<file path="config.mk">
export PLATFORM = sky130hd
export DESIGN_NAME = sim_ctrl_mmio
export DESIGN_NICKNAME = d
export VERILOG_FILES = /design/src/rtl/sim_ctrl_mmio.sv
export SDC_FILE = /design/constraint.sdc
export NUM_CORES = 1
export LEC_CHECK = 0
export BUFFER_PORTS_ARGS = -buffer_cell sky130_fd_sc_hd__buf_2
export CELL_PAD_IN_SITES_DETAIL_PLACEMENT = 1
export CELL_PAD_IN_SITES_GLOBAL_PLACEMENT = 1
export CORE_UTILIZATION = 35
export CTS_CLUSTER_DIAMETER = 150
export CTS_CLUSTER_SIZE = 16
export DETAILED_ROUTE_END_ITERATION = 8
export PLACE_DENSITY = 0.8
export SETUP_SLACK_MARGIN = 0.15
export SLEW_MARGIN = 25
export SYNTH_ARGS = -nofsm -noshare
export SYNTH_HDL_FRONTEND = slang
export SYNTH_SLANG_ARGS = --single-unit
export TNS_END_PERCENT = 30
</file>
<file path="constraint.sdc">
create_clock -name clock -period 4.8 [get_ports clock]
set_input_delay 0.24 -clock clock [delete_from_list [all_inputs] [get_ports clock]]
set_output_delay 0.24 -clock clock [all_outputs]
set_load 0.005 [all_outputs]
</file>
<file path="src/rtl/sim_ctrl_mmio.sv">
// sim_ctrl_mmio: memory-mapped simulation/test controller on the CPU data bus.
// Provides halt with pass/fail code, a signature range, a cycle counter, a
// watchdog and an optional console FIFO (enabled by SIM_CTRL_CONSOLE_EN).
// Register k sits at BASE_ADDR + k*XLEN/8:
//   0 HALT (W), 1 SIG_BEGIN (RW), 2 SIG_END (RW), 3 CYCLE (R),
//   4 STATUS (R: halted, pass, timeout, con_overflow), 5 CONSOLE (W).
module sim_ctrl_mmio #(
    parameter int unsigned     XLEN           = 32,
    parameter logic [XLEN-1:0] BASE_ADDR      = XLEN'(32'h2000_0000),
    parameter int unsigned     TIMEOUT_CYCLES = 1000000,
    parameter int unsigned     CON_DEPTH      = 4
) (
    input  logic            clock,
    input  logic            reset,
    input  logic            store,
    input  logic            load,
    input  logic [XLEN-1:0] address,
    input  logic [XLEN-1:0] store_data,
    output logic            hit,
    output logic [XLEN-1:0] rdata,
    output logic [XLEN-1:0] sig_begin,
    output logic [XLEN-1:0] sig_end,
    output logic            halted,
    output logic            pass,
    output logic [XLEN-1:0] fail_code,
    output logic            timeout,
    output logic            con_valid,
    output logic [7:0]      con_data,
    input  logic            con_ready
);

    localparam int unsigned     BYTES   = XLEN / 8;
    localparam int unsigned     SHIFT   = $clog2(BYTES);
    localparam logic [XLEN-1:0] SPAN    = XLEN'(5 * BYTES);
    localparam bit              WD_EN   = (TIMEOUT_CYCLES != 0);
    localparam logic [XLEN-1:0] WD_LAST = XLEN'(TIMEOUT_CYCLES) - XLEN'(1);

    typedef enum logic [1:0] {
        S_RUN    = 2'd0,
        S_DRAIN  = 2'd1,
        S_HALTED = 2'd2
    } state_t;

    state_t          state_q, state_d;
    logic [XLEN-1:0] sig_begin_q, sig_begin_d;
    logic [XLEN-1:0] sig_end_q, sig_end_d;
    logic [XLEN-1:0] cycle_q, cycle_d;
    logic [XLEN-1:0] fail_q, fail_d;
    logic [XLEN-1:0] rdata_q, rdata_d;
    logic            pass_q, pass_d;
    logic            timeout_q, timeout_d;

    logic [XLEN-1:0] addr_off;
    logic [2:0]      idx;
    logic            wr_en;
    logic            halt_req;
    logic            wd_fire;
    logic            cnt_en;
    logic            wr_open;
    logic            fifo_empty;
    logic            con_overflow;
    logic [XLEN-1:0] rd_val;

    // Address decode: addresses below BASE_ADDR wrap to a large offset and miss.
    assign addr_off = address - BASE_ADDR;
    assign hit      = (addr_off <= SPAN);
    assign idx      = 3'(addr_off >> SHIFT);

    // Register writes are only honoured while the test is still running.
    assign wr_en    = store && hit && wr_open;
    assign halt_req = wr_en && (idx == 3'd0) && store_data[0];
    assign wd_fire  = WD_EN && cnt_en && (cycle_q == WD_LAST);

`ifdef SIM_CTRL_CONSOLE_EN
    localparam int unsigned PW = $clog2(CON_DEPTH);

    logic [7:0]  fifo_q [CON_DEPTH];
    logic [PW-1:0] wr_ptr_q, rd_ptr_q;
    logic [PW:0] count_q;
    logic        overflow_q;
    logic        push, pop, full, accept;

    assign full       = (count_q == (PW+1)'(CON_DEPTH));
    assign fifo_empty = (count_q == '0);
    assign pop        = !fifo_empty && con_ready;
    assign push       = wr_en && (idx == 3'd5);
    // A push into a full FIFO is still accepted when a pop frees a slot that cycle.
    assign accept     = push && (!full || pop);

    // Console FIFO storage, pointers, occupancy and sticky overflow flag.
    always_ff @(posedge clock or posedge reset) begin
        if (reset) begin
            for (int i = 0; i < int'(CON_DEPTH); i++) fifo_q[i] <= '0;
            wr_ptr_q   <= '0;
            rd_ptr_q   <= '0;
            count_q    <= '0;
            overflow_q <= 1'b0;
        end else begin
            if (accept) begin
                fifo_q[wr_ptr_q] <= store_data[7:0];
                wr_ptr_q         <= wr_ptr_q + 1'b1;
            end
            if (pop) rd_ptr_q <= rd_ptr_q + 1'b1;
            case ({accept, pop})
                2'b10:   count_q <= count_q + 1'b1;
                2'b01:   count_q <= count_q - 1'b1;
                default: count_q <= count_q;
            endcase
            if (push && full && !pop) overflow_q <= 1'b1;
        end
    end

    assign con_valid    = !fifo_empty;
    assign con_data     = fifo_empty ? 8'h00 : fifo_q[rd_ptr_q];
    assign con_overflow = overflow_q;
`else
    logic unused_con;

    assign fifo_empty   = 1'b1;
    assign con_valid    = 1'b0;
    assign con_data     = 8'h00;
    assign con_overflow = 1'b0;
    assign unused_con   = con_ready & (CON_DEPTH != 0);
`endif

    // FSM state register.
    always_ff @(posedge clock or posedge reset) begin
        if (reset) state_q <= S_RUN;
        else       state_q <= state_d;
    end

    // FSM next state: a HALT write beats the watchdog; DRAIN waits for the console to empty.
    always_comb begin
        state_d = state_q;
        case (state_q)
            S_RUN: begin
                if (halt_req)     state_d = fifo_empty ? S_HALTED : S_DRAIN;
                else if (wd_fire) state_d = S_HALTED;
            end
            S_DRAIN: begin
                if (wd_fire || fifo_empty) state_d = S_HALTED;
            end
            default: state_d = S_HALTED;
        endcase
    end

    // FSM outputs: halted flag, counter enable and write window.
    always_comb begin
        halted  = (state_q == S_HALTED);
        cnt_en  = (state_q != S_HALTED);
        wr_open = (state_q == S_RUN);
    end

    // Read mux; write-only and unmapped slots read as zero.
    always_comb begin
        rd_val = '0;
        case (idx)
            3'd1:    rd_val = sig_begin_q;
            3'd2:    rd_val = sig_end_q;
            3'd3:    rd_val = cycle_q;
            3'd4:    rd_val = {{(XLEN-4){1'b0}}, con_overflow, timeout_q, pass_q, halted};
            default: rd_val = '0;
        endcase
    end

    // Next-state for the datapath registers: signature, cycle counter, halt outcome, read data.
    always_comb begin
        sig_begin_d = sig_begin_q;
        sig_end_d   = sig_end_q;
        cycle_d     = cycle_q;
        pass_d      = pass_q;
        fail_d      = fail_q;
        timeout_d   = timeout_q;
        rdata_d     = rdata_q;

        if (wr_en && (idx == 3'd1)) sig_begin_d = store_data >> 1;
        if (wr_en && (idx == 3'd2))
            sig_end_d = (store_data < XLEN'(2)) ? '0 : (store_data >> 1) - XLEN'(1);

        if (cnt_en && (cycle_q != '1)) cycle_d = cycle_q + XLEN'(1);

        // The outcome is captured at the HALT write even if DRAIN delays halted.
        if (halt_req) begin
            pass_d = (store_data == XLEN'(1));
            fail_d = (store_data == XLEN'(1)) ? '0 : (store_data >> 1);
        end else if (wd_fire) begin
            timeout_d = 1'b1;
            pass_d    = 1'b0;
            fail_d    = '0;
        end

        // Reads see the pre-write value when load and store hit the same register.
        if (load && hit) rdata_d = rd_val;
    end

    // Datapath register bank.
    always_ff @(posedge clock or posedge reset) begin
        if (reset) begin
            sig_begin_q <= '0;
            sig_end_q   <= '0;
            cycle_q     <= '0;
            pass_q      <= 1'b0;
            fail_q      <= '0;
            timeout_q   <= 1'b0;
            rdata_q     <= '0;
        end else begin
            sig_begin_q <= sig_begin_d;
            sig_end_q   <= sig_end_d;
            cycle_q     <= cycle_d;
            pass_q      <= pass_d;
            fail_q      <= fail_d;
            timeout_q   <= timeout_d;
            rdata_q     <= rdata_d;
        end
    end

    assign rdata     = rdata_q;
    assign sig_begin = sig_begin_q;
    assign sig_end   = sig_end_q;
    assign pass      = pass_q;
    assign fail_code = fail_q;
    assign timeout   = timeout_q;

endmodule

</file>
; Yosys cells after proc, flatten, opt, wreduce, memory -nomap -nowiden
; Index checks and enable logic that the tools add are counted.
[classes]
n_mux = 10
bitwise = 1
eq_ne = 10
reduce_logical = 13
n_addsub = 3
magnitude_cmp = 2
[ops]
columns = op, n
row1 = $pmux W32 S4, 1
row2 = $mux W32, 3
row3 = $add A32 B1 Y32 const B, 1
row4 = $eq A32 B1 Y1 const B, 1
row5 = $eq A32 B20 Y1 const B, 1
row6 = $le A32 B5 Y1 const B, 1
row7 = $lt A32 B2 Y1 const B, 1
row8 = $ne A32 B32 Y1 const B, 1
row9 = $sub A31 B1 Y32 const B, 1
row10 = $sub A32 B30 Y32 const B, 1
row11 = $mux W31, 1
row12 = $logic_and A1 B1 Y1, 9
row13 = $eq A3 B2 Y1 const B, 2
row14 = $mux W2, 3
row15 = $eq A3 B1 Y1 const B, 1
row16 = $eq A3 B3 Y1 const B, 1
row17 = $logic_not A3 Y1, 1
row18 = $ne A3 B3 Y1 const B, 1
row19 = $eq A2 B2 Y1 const B, 1
row20 = $logic_not A2 Y1, 1
row21 = $mux W1, 2
row22 = $ne A2 B2 Y1 const B, 1
row23 = $reduce_and A2 Y1, 1
row24 = $reduce_bool A2 Y1, 1
row25 = $not A1 Y1, 1
[totals]
regBits = 163
in_bits = 69

; Depth between registers and ports, before layout
; Gate-level depths: netlist of run 1.
[depth]
depth_word = 8
ltp_mapped = 9

; Worst setup path before layout of run 1
; Ideal clock, no wire load.
[synth_path]
path_type = input to register
start = input port address[29]
end = register rdata_q[0] (netlist: rdata[0])
slack_ps = 2564
stages = 9
setup_ps = 125
required_ps = 4675
arrival_ps = 2111
cell_sequence = inv_1 > ha_1 > nor4b_1 > nand4_1 > a211oi_1 > and2_1 > clkbuf_1 > buf_4 > mux2_2
[synth_between]
elab_chain_cells = 3
[synth_rtl]
columns = item, line_no
row1 = from (decl), 17  ; input logic [XLEN-1:0] address,
row2 = $sub A32 B30 Y32, 65  ; assign addr_off = address - BASE_ADDR;
row3 = $le A32 B5 Y1, 66  ; assign hit = (addr_off <= SPAN);
row4 = via hit, 19  ; output logic hit,
row5 = $logic_and A1 B1 Y1, 193  ; if (load && hit) rdata_d = rd_val;
row6 = to (signal assigned), 213  ; rdata_q <= rdata_d;
row7 = to (decl), 49  ; logic [XLEN-1:0] rdata_q, rdata_d;
; The timed path passes the listed nets, and every way through them passes these cells.
; A chain may end at the register's enable or synchronous reset.

; Worst setup path after layout of run 1
[layout_path]
start = input port address[29]
end = register sig_begin_q[16] (netlist: sig_begin[16])
[layout_between]
elab_chain_cells = 5
[layout_rtl]
columns = item, line_no
row1 = $sub A32 B30 Y32, 65
row2 = $le A32 B5 Y1, 66
row3 = $logic_and A1 B1 Y1 (2 in a row), 70  ; assign wr_en = store && hit && wr_open;
row4 = $logic_and A1 B1 Y1, 176  ; if (wr_en && (idx == 3'd1)) sig_begin_d = store_data >> 1;
row5 = to (signal assigned), 207  ; sig_begin_q <= sig_begin_d;
row6 = to (decl), 45  ; logic [XLEN-1:0] sig_begin_q, sig_begin_d;
; Every way passes these cells.

==> impl_results.md, run 1 <==
* Status: complete, but fails checks
* Failing checks: design-rule violations
* Total negative slack at 0 ps
* Clock Latency Late Sink at 420 ps
* Relative slew slack at 39.25%
* RD Place Congestion at 0.8054
* Initial antenna violation count at 2
* Clock transition at the registers of the reported paths at 70 ps
* Most common cell after layout, fill and taps aside: buf_2
* Netlist cell types at 54
* H-tree depth at 4
* Largest net degree at the start of global routing at 69
* Largest fanout on the critical path at 16
* Final setup viols at 0
* EDFF count, synth at 0
* Ys flop type: dfrtp_1
* Leading area contributor after synthesis: dfrtp_1
* Starting Density at 35.98%
* Gate Count Post-Synth at 708
* Period utilization at 55.71%
* Die ar. at 23180 um^2
* Pre-antenna DRT Iters at 6
* WL per Instance at 20.13 um
* Nets@finish at 967
* Reg area at 4004 um^2
* Routed Antenna Nets at 0
* YS warnings at 0
* Die height at 152.2 um
* Clock sinks at 160
* Starting DRT DRC Count at 215
* FILL cells at 2469
* DP Wirelength at 16.88 mm
* Power per cell area at 301.8 nW/um^2
* Req. time, crit path at 5110 ps
* Setup Crit Path Kind: primary input to flop
* Syn avg cell area at 11.16 um^2
* CTS root buf: clkbuf_16
* Yosys top cell area share at 50.68%
* Setup crit start kind: primary input
* Multi-input gate area at 3630 um^2
* Seq/Total Area, Yosys at 50.68%
* Most frequent cells in the layout: buf_2, dfrtp_1, mux2_2, nor2_1, nand2_1
* Post-Syn Area at 7900 um^2
* Worst setup EP type: flop
* Clock Skew at 10.59 ps
* Final Max Tran Viols at 0
* Share of cells above drive strength 1 at 38.88%
* Hold Violations, Final at 0
* All-layer global routing usage at 21.41%
* RSZ-0062 raised after global routing: no
* Residual DRC at 10
* Peak VDD IR at 0.1595 mV
* Clock Path Buffers at 2
* Total power at 2.941 mW
* I/O Buffers at 196
* Worst Hold Class: primary input to flop
* Synth async-reset ratio at 100.0%
* Post-CTS sizing at 0
* Leakage at 4.849 nW
* First-pass GRT wire length at 39.01 mm
* Total wire length at 23.92 mm
* Synthesis-to-layout area growth at 23.33%
* Crit path time final at 2674 ps
* Largest cells by area after synthesis: dfrtp_1, mux2_2, xnor2_1
* Vias in the first global route at 6789
* Maxcap violations at 0
* Avg Vias per Cell at 5.328
* Die width at 152.2 um
* Via count at 6330
* Crit path arrival time at 2980 ps
* Final WS setup at 2126 ps
* Flops & latches, synth at 160
* Worst Tran Pin Value at 907.1 ps
* IO Count at 210
* TritonCTS clock tree: built
* Core area at 21960 um^2
* TritonCTS Buffers at 17
* Fmax achieved at 0.3740 GHz
* Site Rows at 54
* Placement Setup Slack at 1660 ps
* Antenna diodes at 0
* Total gr overflow at 0
==> power breakdown <==
group	total [mW]	switching [mW]	internal (mW)	leakage, nW
sequential	1.35	0.000000000326	1.35	2.23
clock	1.45	0.595	0.859	0.307
combinational	0.139	0.0966	0.0423	2.32
total	2.94	0.691	2.25	4.85
==> Yosys cell counts, types with 3 or more instances <==
master / count
dfrtp_1: 160
mux2_2: 97
nor2_1: 49
nand2_1: 47
xnor2_1: 39
a22oi_1: 32
a22o_1: 31
o21ai_0: 27
clkbuf_1: 26
nand4_1: 21
buf_4: 18
nor4_1: 17
xor2_1: 15
nand3_1: 14
inv_1: 12
nor3_1: 12
and3_1: 9
buf_2: 6
nor4b_1: 6
or3_1: 6
and2_1: 5
nor4_2: 5
o21ai_1: 5
or4_1: 5
a21oi_1: 4
nor2b_1: 4
ha_1: 3
nand2b_1: 3
==> timing repair <==
item	CTS	global route
buffers inserted	0	0
hold endpoints to repair	66	0
hold buffers	1	0
endpoints found under the setup margin	0	0
==> worst max-delay path, cell delays in order <==
cell and delay, ps:
buf_2 80, inv_1 30, ha_1 260, nor4b_1 230, nand4_1 230, a211oi_1 320
and3b_1 790, buf_4 400, mux2_2 370
==> layer usage <==
layer	wire length (um)	global-route usage, %	vias up
li1	-	-	2927
met5	0	0	-
met3	1109	4.778	15
met4	233	4.616	0
met1	10760	28.13	3229
met2	11810	36.05	159
==> metrics by stage <==
step	utilization [%]	instance area (um^2)	cells	hold WS (ps)
after floorplan	-	7941	719	333.7
after global placement	41.46	9105	1155	382.9
after detailed placement	41.46	9105	1155	401.0
after CTS	44.37	9743	1188	70.79
after global routing	44.37	9743	1188	98.67
final	44.37	9743	1188	97.90
==> flip-flops by register name, indices dropped and copies added (netlist names) <==
signal and cells:
rdata 32, sig_end 31, state_q 1, pass 1, cycle_q 32, fail_code 31
sig_begin 31, timeout 1
==> path summary, 6_finish.rpt <==
kind / from / slack [ps] / cells after the start / endpoint
min reg2reg: rdata[28] / 500 / 1 / rdata[28]
max: address[29] / 2130 / 9 / sig_begin[16]
min in group asynchronous: reset / 470 / 3 / rdata[2]
max reg2reg: state_q[1] / 2190 / 7 / fail_code[10]
min: store_data[1] / 100 / 2 / sig_end[0]
max in group asynchronous: reset / 3170 / 4 / sig_begin[29]
==> cells by family (layout without fill, tap and decap cells) <==
family,after synthesis,in the layout,share of synthesized area [%]
fa+ha+maj,3,3,0.4752
simple gates,217,217,14.84
other cells,1,12,0.04747
compound gates,111,111,10.01
mux,98,98,13.97
flops,160,160,50.68
xor+xnor,54,54,5.987
buf+inv,64,253,3.991
==> final cells by class <==
class,instances,area share [%]
clock buffers,19,4.649
inverters,12,0.5137
clock inverters,13,1.798
repair buffers,209,11.10
well taps,280,3.596
multi-input cells,495,37.25
flip-flops and latches,160,41.09
(Power assumes the default switching activity.)
==> run 2, diff against run 1 <==
PLACE_DENSITY = 0.77   (was 0.8)
clock period = 2.6 ns   (was 4.8 ns; I/O delays follow)
==> impl_results.md, run 2 (synthesis gave the netlist of run 1 again) <==
* Peak VDD IR at 0.3367 mV
* Crit path time final at 2286 ps
* Largest fanout on the critical path at 33
* Setup crit start kind: flop
* Most frequent cells in the layout: buf_2, dfrtp_1, mux2_2, nor2_1, nand2_1
* Clock Skew at 10.39 ps
* Pre-antenna DRT Iters at 7
* Req. time, crit path at 2910 ps
* Total gr overflow at 0
* Clock transition at the registers of the reported paths at 70 ps
* FILL cells at 2448
* Clock sinks at 160
* Post-CTS Setup Repair Bufs at 0
* Share of cells above drive strength 1 at 39.50%
* Final core utilization at 45.41%
* Vias in the first global route at 7040
* Fmax achieved at 0.4375 GHz
* RSZ-0062 raised after global routing: no
* Nets@finish at 989
* Reg2Reg Depth at 8
* CTS root buf: clkbuf_16
* Total wire length at 24.81 mm
* Residual DRC at 12
* Crit path arrival time at 2600 ps
* RD Place Congestion at 0.8298
* Final Max Tran Viols at 0
* Routed Antenna Nets at 0
* TritonCTS clock tree: built
* Failing checks: design-rule violations
* Worst Hold Class: primary input to flop
* Site Rows at 54
* Leakage at 4.938 nW
* H-tree depth at 4
* Synthesis-to-layout area growth at 26.23%
* Most common cell after layout, fill and taps aside: buf_2
* Worst-path cell chain: ha_1 -> and3b_1 -> nand2_1 -> nor4_1 -> buf_4 -> nor2_4 -> buf_12 -> a22o_2
* IO Count at 210
* Power per cell area at 518.3 nW/um^2
* Largest net degree at the start of global routing at 50
* Relative slew slack at 40.12%
* Crit-path slowest cell: nor4_1
* Clock Path Buffers at 2
* Worst setup EP type: flop
* Slowest stage delay, CP at 450 ps
* Clock Latency Late Sink at 420 ps
* First-pass GRT wire length at 40.34 mm
* Final setup viols at 0
* Starting DRT DRC Count at 335
* WL per Instance at 20.52 um
* Avg Vias per Cell at 5.323
* Period utilization at 87.92%
* Maxcap violations at 0
* Hold Violations, Final at 0
* Die width at 152.2 um
* Worst Tran Pin Value at 896.2 ps
* Die height at 152.2 um
* I/O Buffers at 196
* Initial antenna violation count at 0
* Starting Density at 35.98%
* Via count at 6436
* Total negative slack at 0 ps
* Non-Filler Instances at 1209
* # placed instances at 1171
* DP Wirelength at 17.83 mm
* Die ar. at 23180 um^2
* Setup Crit Path Kind: flop to flop
* Worst hold stages at 2
* All-layer global routing usage at 22.32%
* TritonCTS Buffers at 17
* Core area at 21960 um^2
* Antenna diodes at 0
* Status: complete, but fails checks
## run 2: per-stage QoR
step,power [mW],instance area (um^2),hold WS (ps),worst slack [ps]
after floorplan,2.672,7945,223.7,441.2
after global placement,2.804,9341,354.6,296.0
after detailed placement,2.809,9341,353.3,233.5
after CTS,5.231,9966,0.1601,259.4
after global routing,5.350,9972,9.839,216.5
final,5.169,9972,17.39,314.1
## run 2: timing repair
| item | CTS | global route |
|---|---|---|
| setup endpoints to repair | 0 | 3 |
| hold endpoints to repair | 37 | 0 |
| resized for setup | 0 | 1 |
| hold buffers | 7 | 0 |
## run 2: metal layers
| layer | vias to the layer above | GRT usage, % | share of wire, % |
|---|---|---|---|
| li1 | 2972 | - | - |
| met5 | - | 0 | 0 |
| met4 | 0 | 4.325 | 0.72 |
| met3 | 11 | 4.579 | 5.1 |
| met2 | 158 | 38.60 | 51 |
| met1 | 3295 | 28.90 | 43 |
## run 2: area by class of cell
cell class	count	area (um^2)	area share (%)
tap	280	350.3	3.513
multi-input combinational	495	3641	36.51
clock inverter	11	107.6	1.079
timing repair buffer	231	1374	13.78
inverter	12	48.80	0.4893
sequential	160	4004	40.15
clock buffer	20	446.7	4.479
## run 2: worst max-delay path: cells and delay by family (launching register included)
kind | cells | cell delay [ps]
adder cells (fa/ha/maj) | 1 | 220
buffers and inverters | 2 | 390
AND/OR/NAND/NOR | 4 | 860
AO/OA/AOI/OAI | 1 | 270
flip-flops | 1 | 420
## run 2: where the power goes
group	switching, mW	total, mW	internal, mW
clock	1.05	2.40	1.35
combinational	0.185	0.280	0.0948
sequential	0.000000000573	2.49	2.49
total	1.24	5.17	3.93
## run 2: final timing paths
path                                start  slack (ps)       endpoint
max                            cycle_q[0]         310  fail_code[23]
min reg2reg                   sig_end[20]         500    sig_end[20]
max reg2reg                    cycle_q[0]         310  fail_code[23]
max in group asynchronous           reset        1420    cycle_q[15]
min                        store_data[15]          20  fail_code[14]
min in group asynchronous           reset         450       rdata[1]
==> run 3, diff against run 2 <==
clock period = 2.3 ns   (was 2.6 ns; I/O delays follow)
==> impl_results.md, run 3 (synthesis gave the netlist of run 1 again) <==
* Crit path time final at 2131 ps
* Initial antenna violation count at 0
* Worst setup EP type: flop
* Hold slack at 8.741 ps
* IO Count at 210
* Largest fanout on the critical path at 15
* Setup Crit Path Kind: primary input to flop
* H-tree depth at 4
* Post-DP Area at 9497 um^2
* First-pass GRT wire length at 40.93 mm
* Clock transition at the registers of the reported paths at 70 ps
* RSZ-0062 raised after global routing: yes
* Starting Density at 35.98%
* Site Rows at 54
* TritonCTS clock tree: built
* Worst Hold Class: primary input to flop
* Antenna diodes at 0
* Clock Latency Late Sink at 430 ps
* Peak VDD IR at 0.4129 mV
* Slowest stage delay, CP at 530 ps
* CTS root buf: clkbuf_16
* TritonCTS Buffers at 17
* Status: complete, but fails checks
* Nets@finish at 1028
* Largest net degree at the start of global routing at 37
* Avg Vias per Cell at 5.356
* Non-Filler Instances at 1249
* Share of cells above drive strength 1 at 41.49%
* Failing checks: design-rule violations
* Vias in the first global route at 7189
* Die height at 152.2 um
* Setup crit start kind: primary input
* Worst Tran Pin Value at 543.0 ps
* I/O Buffers at 196
* Die width at 152.2 um
* Starting DRT DRC Count at 231
* Clock Skew at 12.70 ps
* Routed Antenna Nets at 0
* Total wire length at 25.18 mm
* Power per cell area at 583.6 nW/um^2
* Synthesis-to-layout area growth at 32.17%
* Cell area after layout at 10440 um^2
* Core area at 21960 um^2
* Final Max Tran Viols at 0
* WL per Instance at 20.16 um
* Req. time, crit path at 2590 ps
* RD Place Congestion at 0.8586
* Maxcap violations at 0
* Worst-path cell chain: dlygate4sd3_1 -> buf_2 -> or3_1 -> or3_4 -> nor3_2 -> nand2b_2 -> buf_4 -> o21ai_0
* Die ar. at 23180 um^2
* Via count at 6690
* Fmax achieved at 0.4693 GHz
* # placed instances at 1190
* Total gr overflow at 0
* Most common cell after layout, fill and taps aside: buf_2
* Pre-antenna DRT Iters at 7
* Residual DRC at 13
* Relative slew slack at 63.52%
* Period utilization at 92.64%
* Hold Violations, Final at 0
* Clock Path Buffers at 2
* DP Wirelength at 18.31 mm
* Clock sinks at 160
* All-layer global routing usage at 22.59%
* Crit path arrival time at 2420 ps
* Final core utilization at 47.55%
* Final WS setup at 169.3 ps
* Most frequent cells in the layout: buf_2, dfrtp_1, mux2_2, nor2_1, nand2_1
* Crit-path slowest cell: dlygate4sd3_1
* Leakage at 5.174 nW
* Final setup viols at 0
* Placement Setup Slack at -40.70 ps
run 3: changes by cell type in the layout (fill, tap and decap cells not counted), moves of 2 or more:
cell | before | now
nor4_4 | 0 | 2
nor4_1 | 16 | 12
buf_4 | 19 | 41
clkinvlp_4 | 6 | 4
clkbuf_1 | 2 | 0
nor4_2 | 6 | 8
dlygate4sd3_1 | 7 | 22
run 3: layout make-up:
class,count,area [um^2]
Clock buffer,19,452.9
Tap cell,280,350.3
Clock inverter,13,151.4
Multi-Input combinational cell,495,3696
Inverter,12,48.80
Sequential cell,160,4005
Timing Repair Buffer,270,1737
Fill cell,2412,11520
run 3: critical path, delay by kind of cell:
| kind | cells | cell delay [ps] |
|---|---|---|
| and+or+nand+nor | 4 | 1260 |
| buffers and inverters | 3 | 890 |
| AOI/OAI and AO/OA | 1 | 140 |
run 3: worst paths after layout:
| path | startpoint | endpoint | slack, ps | depth (start not counted) |
|---|---|---|---|---|
| max | store_data[28] | sig_end[3] | 170 | 8 |
| min in group asynchronous | reset | fail_code[30] | 260 | 3 |
| max reg2reg | cycle_q[0] | fail_code[23] | 250 | 8 |
| min reg2reg | sig_end[6] | sig_end[6] | 500 | 2 |
| max in group asynchronous | reset | cycle_q[23] | 1330 | 5 |
| min | store_data[11] | fail_code[10] | 9 | 2 |
run 3: routing by layer:
| layer | up-vias | GRT usage [%] | part of all wire, % |
|---|---|---|---|
| li1 | 3045 | - | - |
| met1 | 3452 | 29.37 | 45 |
| met2 | 169 | 38.16 | 50 |
| met3 | 24 | 4.608 | 4.1 |
| met4 | 0 | 6.171 | 1.1 |
| met5 | - | 0 | 0 |
run 3: per-stage QoR:
step | power, mW | TNS [ps]
global route | 6.286 | 0
finish | 6.094 | 0
floorplan | 3.021 | 0
CTS | 6.159 | 0
global placement | 3.180 | 0
detailed placement | 3.191 | -498.9
run 3: timing repair:
action / 4_1_cts / 5_1_grt
endpoints found under the setup margin: 36 / 86
hold endpoints to repair: 41 / 0
pin swaps: 24 / 2
hold buffers: 22 / 0
setup buffers: 0 / 4
gates resized for setup: 1 / 10
run 3: where the power goes:
part,total (mW),switching (mW),leakage (nW),internal [mW]
combinational,0.354,0.217,2.66,0.137
sequential,2.81,0.000000000779,2.22,2.81
clock,2.93,1.25,0.289,1.68
